`config.mk`:
```
export PLATFORM = sky130hd
export DESIGN_NAME = proj_sweep_sequencer
export DESIGN_NICKNAME = d
export VERILOG_FILES = /design/src/rtl/proj_sweep_sequencer.sv
export SDC_FILE = /design/constraint.sdc
export NUM_CORES = 1
export LEC_CHECK = 0
export CELL_PAD_IN_SITES_DETAIL_PLACEMENT = 0
export CELL_PAD_IN_SITES_GLOBAL_PLACEMENT = 1
export CORE_MARGIN = 8
export CORE_UTILIZATION = 43
export CTS_BUF_LIST = sky130_fd_sc_hd__clkbuf_4 sky130_fd_sc_hd__clkbuf_8 sky130_fd_sc_hd__clkbuf_16
export DETAILED_ROUTE_END_ITERATION = 12
export PLACE_DENSITY_LB_ADDON = 0.3
export SYNTH_ARGS = -nofsm -noshare
export SYNTH_HDL_FRONTEND = slang
export SYNTH_SLANG_ARGS = --single-unit
```
`constraint.sdc`:
```
create_clock -name clk -period 3.35 [get_ports clk]
set_input_delay 0.5025 -clock clk [delete_from_list [all_inputs] [get_ports clk]]
set_output_delay 0.5025 -clock clk [all_outputs]
set_load 0.01 [all_outputs]
```
`src/rtl/proj_sweep_sequencer.sv`:
```
// Exhaustive sweep of an N_IN-input single-output cone: issues every input pattern,
// packs the sampled results into truth-table words, and keeps an onset count and CRC-16.
module proj_sweep_sequencer #(
  parameter int unsigned N_IN   = 8,
  parameter int unsigned LAT    = 0,
  parameter int unsigned WORD_W = 8
) (
  input  logic              clk,
  input  logic              rst,
  input  logic              start,
  output logic [N_IN-1:0]   pat_o,
  input  logic              res_i,
  output logic              busy,
  output logic              done,
  output logic [WORD_W-1:0] tt_data,
  output logic              tt_valid,
  input  logic              tt_ready,
  output logic [N_IN:0]     onset_cnt,
  output logic [15:0]       sig
);

  localparam int unsigned NPAT = 1 << N_IN;
  localparam int unsigned PW   = N_IN + 1;
  localparam int unsigned PK_W = (WORD_W > 1) ? $clog2(WORD_W) : 1;
  localparam int unsigned CW   = $clog2(2 * WORD_W + LAT + 2) + 2;
  localparam logic [15:0] CRC_POLY = 16'h1021;
  localparam logic [15:0] CRC_INIT = 16'hFFFF;

  typedef enum logic [2:0] {
    S_IDLE,
    S_ISSUE,
    S_DRAIN,
    S_FLUSH,
    S_DONE
  } state_e;

  state_e            state_q, state_d;
  logic [PW-1:0]     p_q, p_d;
  logic [N_IN-1:0]   pat_q, pat_d;
  logic [LAT:0]      vld_q, vld_d;
  logic [WORD_W-1:0] pack_q, pack_d;
  logic [PK_W-1:0]   packed_q, packed_d;
  logic [WORD_W-1:0] data_q, data_d;
  logic [WORD_W-1:0] tail_q, tail_d;
  logic [1:0]        fcnt_q, fcnt_d;
  logic              tt_valid_q, tt_valid_d;
  logic              busy_q, busy_d;
  logic              done_q, done_d;
  logic [N_IN:0]     onset_q, onset_d;
  logic [15:0]       sig_q, sig_d;

  logic              issue;
  logic              push;
  logic              pop;
  logic              fb;
  logic              credit_ok;
  logic [CW-1:0]     inflight;
  logic [WORD_W-1:0] word_c;

  // Next-state, issue credit, result sampling and output FIFO
  always_comb begin
    state_d    = state_q;
    p_d        = p_q;
    pat_d      = pat_q;
    vld_d      = '0;
    pack_d     = pack_q;
    packed_d   = packed_q;
    data_d     = data_q;
    tail_d     = tail_q;
    fcnt_d     = fcnt_q;
    onset_d    = onset_q;
    sig_d      = sig_q;
    issue      = 1'b0;
    push       = 1'b0;
    pop        = tt_valid_q & tt_ready;
    fb         = 1'b0;
    word_c     = '0;
    inflight   = '0;

    for (int unsigned i = 0; i <= LAT; i++) begin
      inflight = inflight + CW'(vld_q[i]);
    end
    // Never commit more bits than the pack register plus free FIFO slots can hold
    credit_ok = (CW'(packed_q) + inflight + CW'(1)) <=
                (CW'(WORD_W) * (CW'(2) - CW'(fcnt_q)));

    case (state_q)
      S_IDLE: begin
        if (start) begin
          state_d  = S_ISSUE;
          p_d      = '0;
          onset_d  = '0;
          sig_d    = CRC_INIT;
          pack_d   = '0;
          packed_d = '0;
        end
      end
      S_ISSUE: begin
        if (credit_ok) begin
          issue = 1'b1;
          pat_d = p_q[N_IN-1:0];
          p_d   = p_q + PW'(1);
          if (p_q == PW'(NPAT - 1)) begin
            state_d = S_DRAIN;
          end
        end
      end
      S_DRAIN: begin
        if (inflight == '0) begin
          state_d = S_FLUSH;
        end
      end
      S_FLUSH: begin
        if (fcnt_q == 2'd0) begin
          state_d = S_DONE;
        end
      end
      S_DONE: begin
        state_d = S_IDLE;
      end
      default: begin
        state_d = S_IDLE;
      end
    endcase

    vld_d[0] = issue;
    for (int unsigned i = 1; i <= LAT; i++) begin
      vld_d[i] = vld_q[i-1];
    end

    // A token leaving the pipe marks res_i as the result of the oldest pattern in flight
    if (vld_q[LAT]) begin
      word_c          = pack_q;
      word_c[packed_q] = res_i;
      if (res_i) begin
        onset_d = onset_q + PW'(1);
      end
      fb    = sig_q[15] ^ res_i;
      sig_d = {sig_q[14:0], 1'b0} ^ (fb ? CRC_POLY : 16'h0000);
      if (packed_q == PK_W'(WORD_W - 1)) begin
        push     = 1'b1;
        pack_d   = '0;
        packed_d = '0;
      end else begin
        pack_d   = word_c;
        packed_d = packed_q + PK_W'(1);
      end
    end

    // Two-entry FIFO: data_q is the head presented on tt_data, tail_q the second entry
    case ({push, pop})
      2'b10: begin
        if (fcnt_q == 2'd0) begin
          data_d = word_c;
        end else begin
          tail_d = word_c;
        end
        fcnt_d = fcnt_q + 2'd1;
      end
      2'b01: begin
        if (fcnt_q == 2'd2) begin
          data_d = tail_q;
        end
        fcnt_d = fcnt_q - 2'd1;
      end
      2'b11: begin
        if (fcnt_q == 2'd1) begin
          data_d = word_c;
        end else begin
          data_d = tail_q;
          tail_d = word_c;
        end
      end
      default: begin
        fcnt_d = fcnt_q;
      end
    endcase

    tt_valid_d = (fcnt_d != 2'd0);
    busy_d     = (state_d != S_IDLE);
    done_d     = (state_d == S_DONE);
  end

  // State and datapath registers
  always_ff @(posedge clk or posedge rst) begin
    if (rst) begin
      state_q    <= S_IDLE;
      p_q        <= '0;
      pat_q      <= '0;
      vld_q      <= '0;
      pack_q     <= '0;
      packed_q   <= '0;
      data_q     <= '0;
      tail_q     <= '0;
      fcnt_q     <= 2'd0;
      tt_valid_q <= 1'b0;
      busy_q     <= 1'b0;
      done_q     <= 1'b0;
      onset_q    <= '0;
      sig_q      <= CRC_INIT;
    end else begin
      state_q    <= state_d;
      p_q        <= p_d;
      pat_q      <= pat_d;
      vld_q      <= vld_d;
      pack_q     <= pack_d;
      packed_q   <= packed_d;
      data_q     <= data_d;
      tail_q     <= tail_d;
      fcnt_q     <= fcnt_d;
      tt_valid_q <= tt_valid_d;
      busy_q     <= busy_d;
      done_q     <= done_d;
      onset_q    <= onset_d;
      sig_q      <= sig_d;
    end
  end

  assign pat_o     = pat_q;
  assign busy      = busy_q;
  assign done      = done_q;
  assign tt_data   = data_q;
  assign tt_valid  = tt_valid_q;
  assign onset_cnt = onset_q;
  assign sig       = sig_q;

  // The issue credit rule guarantees a full FIFO is only written when it is also popped
  a_no_fifo_overflow: assert property (@(posedge clk) disable iff (rst)
    !(push && (fcnt_q == 2'd2) && !pop));

endmodule

```
After elaboration in Yosys (flattened, before gate mapping)
Index checks and enable logic that the tools add are counted.
{"block": "op_classes", "n_addsub": 8, "eq_ne": 17, "magnitude_cmp": 3, "mux": 41, "n_bitwise": 3, "reduce_logical": 16}
{"operator": "two-way mux 8 bit", "count": 10}
{"operator": "two-way mux 9 bit", "count": 6}
{"operator": "two-way mux 16 bit", "count": 3}
{"operator": "two-way mux 3 bit", "count": 9}
{"operator": "case mux 8 bit (3 select lines)", "count": 1}
{"operator": "adder 9 x 1 -> 9 bit, second input constant", "count": 2}
{"operator": "case mux 9 bit (2 select lines)", "count": 1}
{"operator": "case mux 8 bit (2 select lines)", "count": 1}
{"operator": "bitwise XOR 16 x 13 -> 16 bit", "count": 1}
{"operator": "two-way mux 13 bit", "count": 1}
{"operator": "!= test 2 bit, second input constant", "count": 6}
{"operator": "case mux 3 bit (4 select lines)", "count": 1}
{"operator": "nonzero test 2 bit", "count": 5}
{"operator": "== test 9 x 8 -> 1 bit, second input constant", "count": 1}
{"operator": "AND reduction 3 bit", "count": 3}
{"operator": "bitwise mux 8 bit", "count": 1}
{"operator": "<= comparator 5 x 7 -> 1 bit", "count": 1}
{"operator": "zero test 7 bit", "count": 1}
{"operator": "== test 2 bit, second input constant", "count": 3}
{"operator": "== test 3 x 2 -> 1 bit, second input constant", "count": 2}
{"operator": "== test 3 bit, second input constant", "count": 2}
{"operator": "nonzero test 3 bit", "count": 2}
{"operator": "adder 4 x 1 -> 5 bit, second input constant", "count": 1}
{"operator": "two-way mux 1 bit", "count": 5}
{"operator": "17 further kinds", "count": 19}
{"block": "word_totals", "output_inout_bits": 44, "register_bits": 78, "word_cells": 102, "in_bits": 5}

Depth between registers and ports, before layout
Gate-level depths: netlist (run 1).
{"block": "logic_depth", "ltp_word": 8, "depth_mapped": 11}

Least setup slack after synthesis (run 1)
OpenSTA, ideal clock, no wires.
{"block": "synth_timing", "path_type": "register -> register", "startpoint": "register vld_q", "endpoint": "register pat_q[0] (netlist: pat_o[0])", "setup_slack_ps": 964, "stages_incl_launch_ff": 12, "path_buffers": 1, "arrival_time_ps": 2261, "cell_sequence": "dfrtp_1 inv_1 clkbuf_1 ha_1 inv_1 nand3_1 ha_1 nand2_1 o31ai_1 nand2_1 inv_2 mux2_2"}
{"block": "synth_between", "elab_chain_len": 4}
{"element": "start, declared", "line_no": "40", "text": "logic [LAT:0] vld_q, vld_d;"}
{"element": "start signal, assigned", "line_no": "205", "text": "vld_q <= vld_d;"}
{"element": "adder 3 x 1 -> 4 bit", "line_no": "84", "text": "credit_ok = (CW'(packed_q) + inflight + CW'(1)) <="}
{"element": "adder 4 x 1 -> 5 bit", "line_no": "84"}
{"element": "<= comparator 5 x 7 -> 1 bit", "line_no": "84"}
{"element": "AND reduction 2 bit (no source line)"}
{"element": "end signal, assigned", "line_no": "204", "text": "pat_q <= pat_d;"}
{"element": "end, declared", "line_no": "39", "text": "logic [N_IN-1:0] pat_q, pat_d;"}
No other way between the ends.
A chain may end at the register's enable or synchronous reset.

Worst setup path in the final report (run 1)
{"block": "layout_timing", "startpoint": "register packed_q[1]", "endpoint": "register tail_q[2]"}
{"block": "layout_between", "elab_chain_len": 8, "elab_cells_between_ends": 19}
{"element": "start, declared", "line_no": "42", "text": "logic [PK_W-1:0] packed_q, packed_d;"}
{"element": "start signal, assigned", "line_no": "207", "text": "packed_q <= packed_d;"}
{"element": "less-than comparator 3 x 4 -> 1 bit (implied by the code) or greater-or-equal comparator 3 x 1 -> 1 bit (tied branches)", "line_no": "134", "text": "word_c[packed_q] = res_i;"}
{"element": "logical AND 1 bit (implied by the code)", "line_no": "134"}
{"element": "two-way mux 1 bit (implied by the code)", "line_no": "134"}
{"element": "demux 1 bit (select 3 bit)", "line_no": "134"}
{"element": "bitwise mux 8 bit", "line_no": "134"}
{"element": "two-way mux 8 bit", "line_no": "132", "text": "if (vld_q[LAT]) begin"}
{"element": "two-way mux 8 bit, on equally long branches", "line_no": "167, 153"}
{"element": "case mux 8 bit (2 select lines)", "line_no": "151", "text": "case ({push, pop})"}
{"element": "end signal, assigned", "line_no": "209", "text": "tail_q <= tail_d;"}
{"element": "end, declared", "line_no": "44", "text": "logic [WORD_W-1:0] tail_q, tail_d;"}
Several ways; a longest one is shown, not always the timed one. The select of a mux whose other input is x is not followed.

==> results of run 1 <==
## area by class of cell
type                    count  area [sq um]  share of cell area, %
flip-flops and latches     78          1972                  43.45
multi-input cells         263          1642                  36.17
repair buffers             54         538.0                  11.86
well taps                 108         135.1                  2.978
clock buffers              10         131.4                  2.895
clock inverters             6         63.81                  1.406
inverters                  15         56.30                  1.241
## cells by family after synthesis
logic type | after synthesis | share of synthesized area [%]
AOI/OAI and AO/OA | 97 | 15.67
xor gates and xnor gates | 5 | 1.175
adders and majority gates | 16 | 5.369
buffers and inverters | 32 | 3.255
DFF | 78 | 52.89
muxes | 18 | 5.101
and+or+nand+nor | 127 | 16.54
## power by group
part	switching (mW)	internal (mW)
Clock	0.352	0.351
Combinational	1.01	0.920
Sequential	0.309	1.38
## layout by cell type (no fill, tap or decap), types with 8 or more instances in the layout
master / netlist / final
a21oi_1: 17 / 17
a2bb2oi_1: 8 / 8
clkbuf_8: 0 / 9
clkdlybuf4s50_1: 0 / 48
dfrtp_1: 62 / 62
dfstp_2: 16 / 16
ha_1: 16 / 16
inv_1: 14 / 13
mux2_2: 8 / 8
mux2i_1: 10 / 10
nand2_1: 62 / 62
nand3_1: 11 / 11
nor2_1: 19 / 19
o21ai_0: 48 / 48
o31ai_1: 9 / 9
## flip-flops by register name, summed over array words and instances (netlist names)
| signal | count |
|---|---|
| state_q | 3 |
| p_q | 9 |
| pack_q | 8 |
| packed_q | 3 |
| vld_q | 1 |
| fcnt_q | 2 |
| sig | 16 |
| busy | 1 |
| onset_cnt | 9 |
| tt_data | 8 |
| tt_valid | 1 |
| tail_q | 8 |
| done | 1 |
| pat_o | 8 |
## worst min-delay path by stage
stage | startpoint | end | slack, ns | depth (start not counted)
final | sig[2]$_DFFE_PP1P_ | sig[3]$_DFFE_PP1P_ | 0.47 | 2
after global routing | sig[9]$_DFFE_PP1P_ | sig[10]$_DFFE_PP1P_ | 0.49 | 2
after CTS | sig[9]$_DFFE_PP1P_ | sig[10]$_DFFE_PP1P_ | 0.48 | 2
after detailed placement | sig[2]$_DFFE_PP1P_ | sig[3]$_DFFE_PP1P_ | 0.46 | 2
after global placement | sig[9]$_DFFE_PP1P_ | sig[10]$_DFFE_PP1P_ | 0.46 | 2
after floorplan | pack_q[0]$_DFFE_PP0P_ | pack_q[0]$_DFFE_PP0P_ | 0.45 | 2
## routing by layer
layer / vias up / global-route usage [%] / wire length (um)
met5: - / 0 / 0
met4: 0 / 4.985 / 128
met3: 9 / 4.965 / 477
met2: 59 / 22.92 / 3676
met1: 1372 / 19.28 / 3834
li1: 1402 / - / -
## worst max-delay path, cell delays in order, from the launching register on
cell and delay (ns):
dfrtp_1 0.52, ha_1 0.25, ha_1 0.19, nand2_1 0.14, inv_1 0.08, ha_1 0.22
and2_1 0.17, a211o_1 0.39, or2_0 0.36, o21ai_0 0.22
==> metrics, run 1 <==
outcome=finished clean; reg-to-reg endpoint=tail_q[2]$_DFFE_PP0P_; pre-CTS WS=0.7466 ns; Core Util, Final=between 50% and 60%; worst endpoint required time=3.61 ns; IO buf count=48; worst IR drop on VDD=0.0005010 V; r2r setup slk=~0.7 ns; R2R depth=9; vias in the first global route=between 2k and 3k; number of detailed-route iterations in the first pass=4; top post-synthesis cells by count=dfrtp_1, nand2_1, o21ai_0; Startpoint Class=flip-flop; Worst Path Max Fanout=12; Pwr per Cell Area=between 900 and 1000 nW/um^2; Die Span Y=109.1 um; CTS Buf Count=9; final worst slack=just over 0.7 ns; Die Span X=109.1 um; Non-Filler Instances=534; DR DRC count=0; Seq/Total Area, Yosys=52.89%; Nets=442; largest net degree at the start of global routing=38; first-pass GRT wire length=14,160 um; Critical Path AT=2.89 ns; DR iter-0 viols=123; # diodes=0; reg2reg start=packed_q[1]$_DFFE_PP0P_; Final setup violation count=0; #FFs+latches synth=78; minimum clock period=2.631 ns; Unique masters post-synth=45; CTS tree=built; DR vias=around 2.8k; row count=34; All-Layer GR Usage=14.90%; top cells by area, synth=dfrtp_1, dfstp_2, o21ai_0, nand2_1, ha_1; Initial Util=a little over two fifths; CTS H-tree lvls=3; Fillers=about 780; clk_lat worst skew=0.36 ns; Gate Count Post-Synth=373; RePlAce Congestion=0.7554; design area=between 4000 and 5000 sq um; clk_skew=~0.014 ns; number of maximum-capacitance violations=0; endpoint class of the critical path=flip-flop; Setup Fix Bufs, Post-CTS=0; Sink Count=78; Final period util=around four fifths; Slew Viols, Final=0; die area=11,910 sq um; dominant synthesized flop cell=dfrtp_1; Synth Warn #=0; Hold Path Class=flip-flop to flip-flop; ys async rst share=100.0%; Routed WL=8116 um; post-CTS sizing=0; clk slew on worst S/H paths=0.08 ns; RSZ-0062 raised after global routing=false; Hold Vio Cnt, Final=0; WHS=0.4720 ns; share of cells above drive strength 1=12.91%; Area growth syn-to-layout=21.71%; DP HPWL=5631 um; core area=8551 sq um; end point of the critical path=tail_q[2]$_DFFE_PP0P_; Vias/cell=5.322; Setup TNS=0 ns; total power=around 4.3 mW; Worst-Margin Slew=0.6521 ns; cell area after synthesis=3729 sq um; initial antenna violation count=0; top-area cell type share of the netlist area=a little over two fifths; critical path type=flip-flop to flip-flop; routed len/inst=15.20 um; grt ovf=0; Slew headroom=56.36%; # placed instances=about 520; antenna-violating nets left=0; syn_area_per_cell=9.996 sq um; Post-DP Area=4343 sq um; I/O pin cnt=49; Lkg Pwr=2.013 nW; Max Clk Rate=0.3801 GHz; Mapped Nets=394; Synth area leader=dfrtp_1; number of synthesized flops with an enable pin=0; CP startpoint=packed_q[1]$_DFFE_PP0P_; clk root buf=clkbuf_8; CTS Hold Buffers Added=0; Clock Tree Buf Depth=2
No activity file was read; power rests on OpenSTA's default activity.
==> run 2, diff against run 1 <==
--- a/config.mk
+++ b/config.mk
@@ -8,7 +8,7 @@
 export CELL_PAD_IN_SITES_DETAIL_PLACEMENT = 0
 export CELL_PAD_IN_SITES_GLOBAL_PLACEMENT = 1
 export CORE_MARGIN = 8
-export CORE_UTILIZATION = 43
+export CORE_UTILIZATION = 39
 export CTS_BUF_LIST = sky130_fd_sc_hd__clkbuf_4 sky130_fd_sc_hd__clkbuf_8 sky130_fd_sc_hd__clkbuf_16
 export DETAILED_ROUTE_END_ITERATION = 12
 export PLACE_DENSITY_LB_ADDON = 0.3
==> constraint.sdc (replaced) <==
create_clock -name clk -period 2.33 [get_ports clk]
set_input_delay 0.3495 -clock clk [delete_from_list [all_inputs] [get_ports clk]]
set_output_delay 0.3495 -clock clk [all_outputs]
set_load 0.01 [all_outputs]
==> metrics, run 2 (synthesized netlist as in run 1, its figures left out) <==
Startpoint Class=flip-flop; endpoint class of the critical path=flip-flop; Routed WL=8378 um (+3.2%); # diodes=0 (unchanged); Final period util=93.40% (+15 points); antenna-violating nets left=0 (unchanged); number of detailed-route iterations in the first pass=4 (unchanged); Lkg Pwr=2.103 nW (+4.5%); Clock Tree Buf Depth=2 (unchanged); Die Span X=113.8 um (+4.3%); outcome=finished clean; Critical Path AT=2.40 ns (-0.49 ns); Hold Path Class=primary input to async pin; clk slew on worst S/H paths=0.09 ns (about the same); largest net degree at the start of global routing=32 (-16%); All-Layer GR Usage=13.71% (-1.2 points); row count=35 (+2.9%); Worst-Margin Slew=0.5742 ns (-0.07794 ns); Largest register FFs=16 (unchanged); Pwr per Cell Area=1377 nW/um^2 (+45%); core area=9240 sq um (+8.1%); reg-to-reg endpoint=p_q[4]$_DFFE_PP0P_; Slew Viols, Final=0 (unchanged); worst IR drop on VDD=0.0006173 V (+23%); die area=12,940 sq um (+8.7%); minimum clock period=2.176 ns (-0.4548 ns); Setup TNS=0 ns (unchanged); vias in the first global route=3,018 (+2.4%); clk root buf=clkbuf_8; IO buf count=48 (unchanged); clk_skew=0.01286 ns (-0.001615 ns); clk_lat worst skew=0.35 ns (about the same); CTS Buf Count=9 (unchanged); share of cells above drive strength 1=16.55% (+3.6 points); worst endpoint required time=2.55 ns (-1.06 ns); RePlAce Congestion=0.7412 (-1.9%); Worst Path Max Fanout=6 (-6); reg2reg start=vld_q$_DFF_PP0_; CTS Hold Buffers Added=0 (unchanged); CTS tree=built; routed len/inst=14.70 um (-3.3%); Sink Count=78 (unchanged); critical path type=flip-flop to flip-flop; Die Span Y=113.8 um (+4.3%); Initial Util=40.35% (-3.3 points); Final setup violation count=0 (unchanged); DR vias=2,912 (+2.5%); I/O pin cnt=49 (unchanged); DR iter-0 viols=143 (+16%); DP HPWL=5893 um (+4.6%); DR DRC count=0 (unchanged); RSZ-0062 raised after global routing=false; Vias/cell=5.109 (-4.0%); Max Clk Rate=0.4595 GHz (+21%); total power=6.481 mW (+50%); commonest non-fill, non-tap cells in the layout=nand2_1, dfrtp_1, clkdlybuf4s50_1; Area growth syn-to-layout=26.24%; grt ovf=0 (unchanged); r2r setup slk=0.15 ns (-0.57 ns); Nets=457 (+3.4%); Hold Vio Cnt, Final=0 (unchanged); CTS H-tree lvls=3 (unchanged); initial antenna violation count=0 (unchanged); first-pass GRT wire length=14,490 um (+2.3%); number of maximum-capacitance violations=0 (unchanged); Slew headroom=61.66% (+5.3 points); R2R depth=10 (+1)
[run 2: cell count changes in the layout (fill, tap and decap cells not counted), sizes merged]
cell | before | now
buf | 6 | 21
clkbuf | 10 | 12
clkinvlp | 2 | 0
[run 2: routing by layer]
metal	global-route usage (%)	wire length, um	vias to the layer above
met5	0	0	-
met4	5.324	93	0
met3	3.592	390	8
met2	22.60	4028	46
met1	16.74	3866	1425
li1	-	-	1433
[run 2: stage by stage]
step / cells / worst slack, ns / util, % / hold slack [ns] / instance area (sq um)
2_1_floorplan: 373 / 0.005548 / - / 0.4492 / 3735
3_3_place_gp: 554 / 0.09031 / 48.69 / 0.4570 / 4499
3_5_place_dp: 554 / 0.07369 / 48.69 / 0.4600 / 4499
4_1_cts: 570 / 0.04933 / 50.87 / 0.3957 / 4701
5_1_grt: 570 / 0.02916 / 50.94 / 0.4212 / 4707
6_report: 570 / 0.1537 / 50.94 / 0.3893 / 4707
[run 2: worst max path at each step]
stage,from,end,depth (start not counted),slack (ns)
after floorplan,rst,busy$_DFF_PP0_,1,0.006
after global placement,packed_q[0]$_DFFE_PP0P_,tail_q[4]$_DFFE_PP0P_,9,0.09
after detailed placement,packed_q[0]$_DFFE_PP0P_,tail_q[5]$_DFFE_PP0P_,9,0.07
after CTS,packed_q[0]$_DFFE_PP0P_,tail_q[5]$_DFFE_PP0P_,9,0.05
after global routing,vld_q$_DFF_PP0_,p_q[6]$_DFFE_PP0P_,10,0.03
final,vld_q$_DFF_PP0_,p_q[4]$_DFFE_PP0P_,10,0.15
[run 2: worst max-delay path, stage by stage (launching register included)]
cell and delay [ns]:
dfrtp_1 0.36, inv_1 0.07, ha_1 0.19, inv_1 0.06, nand3_1 0.08, ha_1 0.28
nand2_1 0.08, o31a_1 0.31, buf_4 0.18, o311ai_0 0.32, o31ai_1 0.13
[run 2: report_power, final]
group,switching (mW),internal [mW]
combinational,1.58,1.49
sequential,0.389,1.98
clock,0.490,0.548
[run 2: layout make-up]
class                   instances  area, sq um
clock buffers                  12        152.6
repair buffers                 69        663.1
flip-flops and latches         78         1972
clock inverters                 4        48.80
multi-input cells             263         1653
inverters                      15        56.30
fillers                       873         4533
well taps                     129        161.4
[run 2: what timing repair did]
item / in CTS / in global routing
setup buffers: 0 / 0
setup endpoints to repair: 0 / 16
resized for setup: 0 / 5
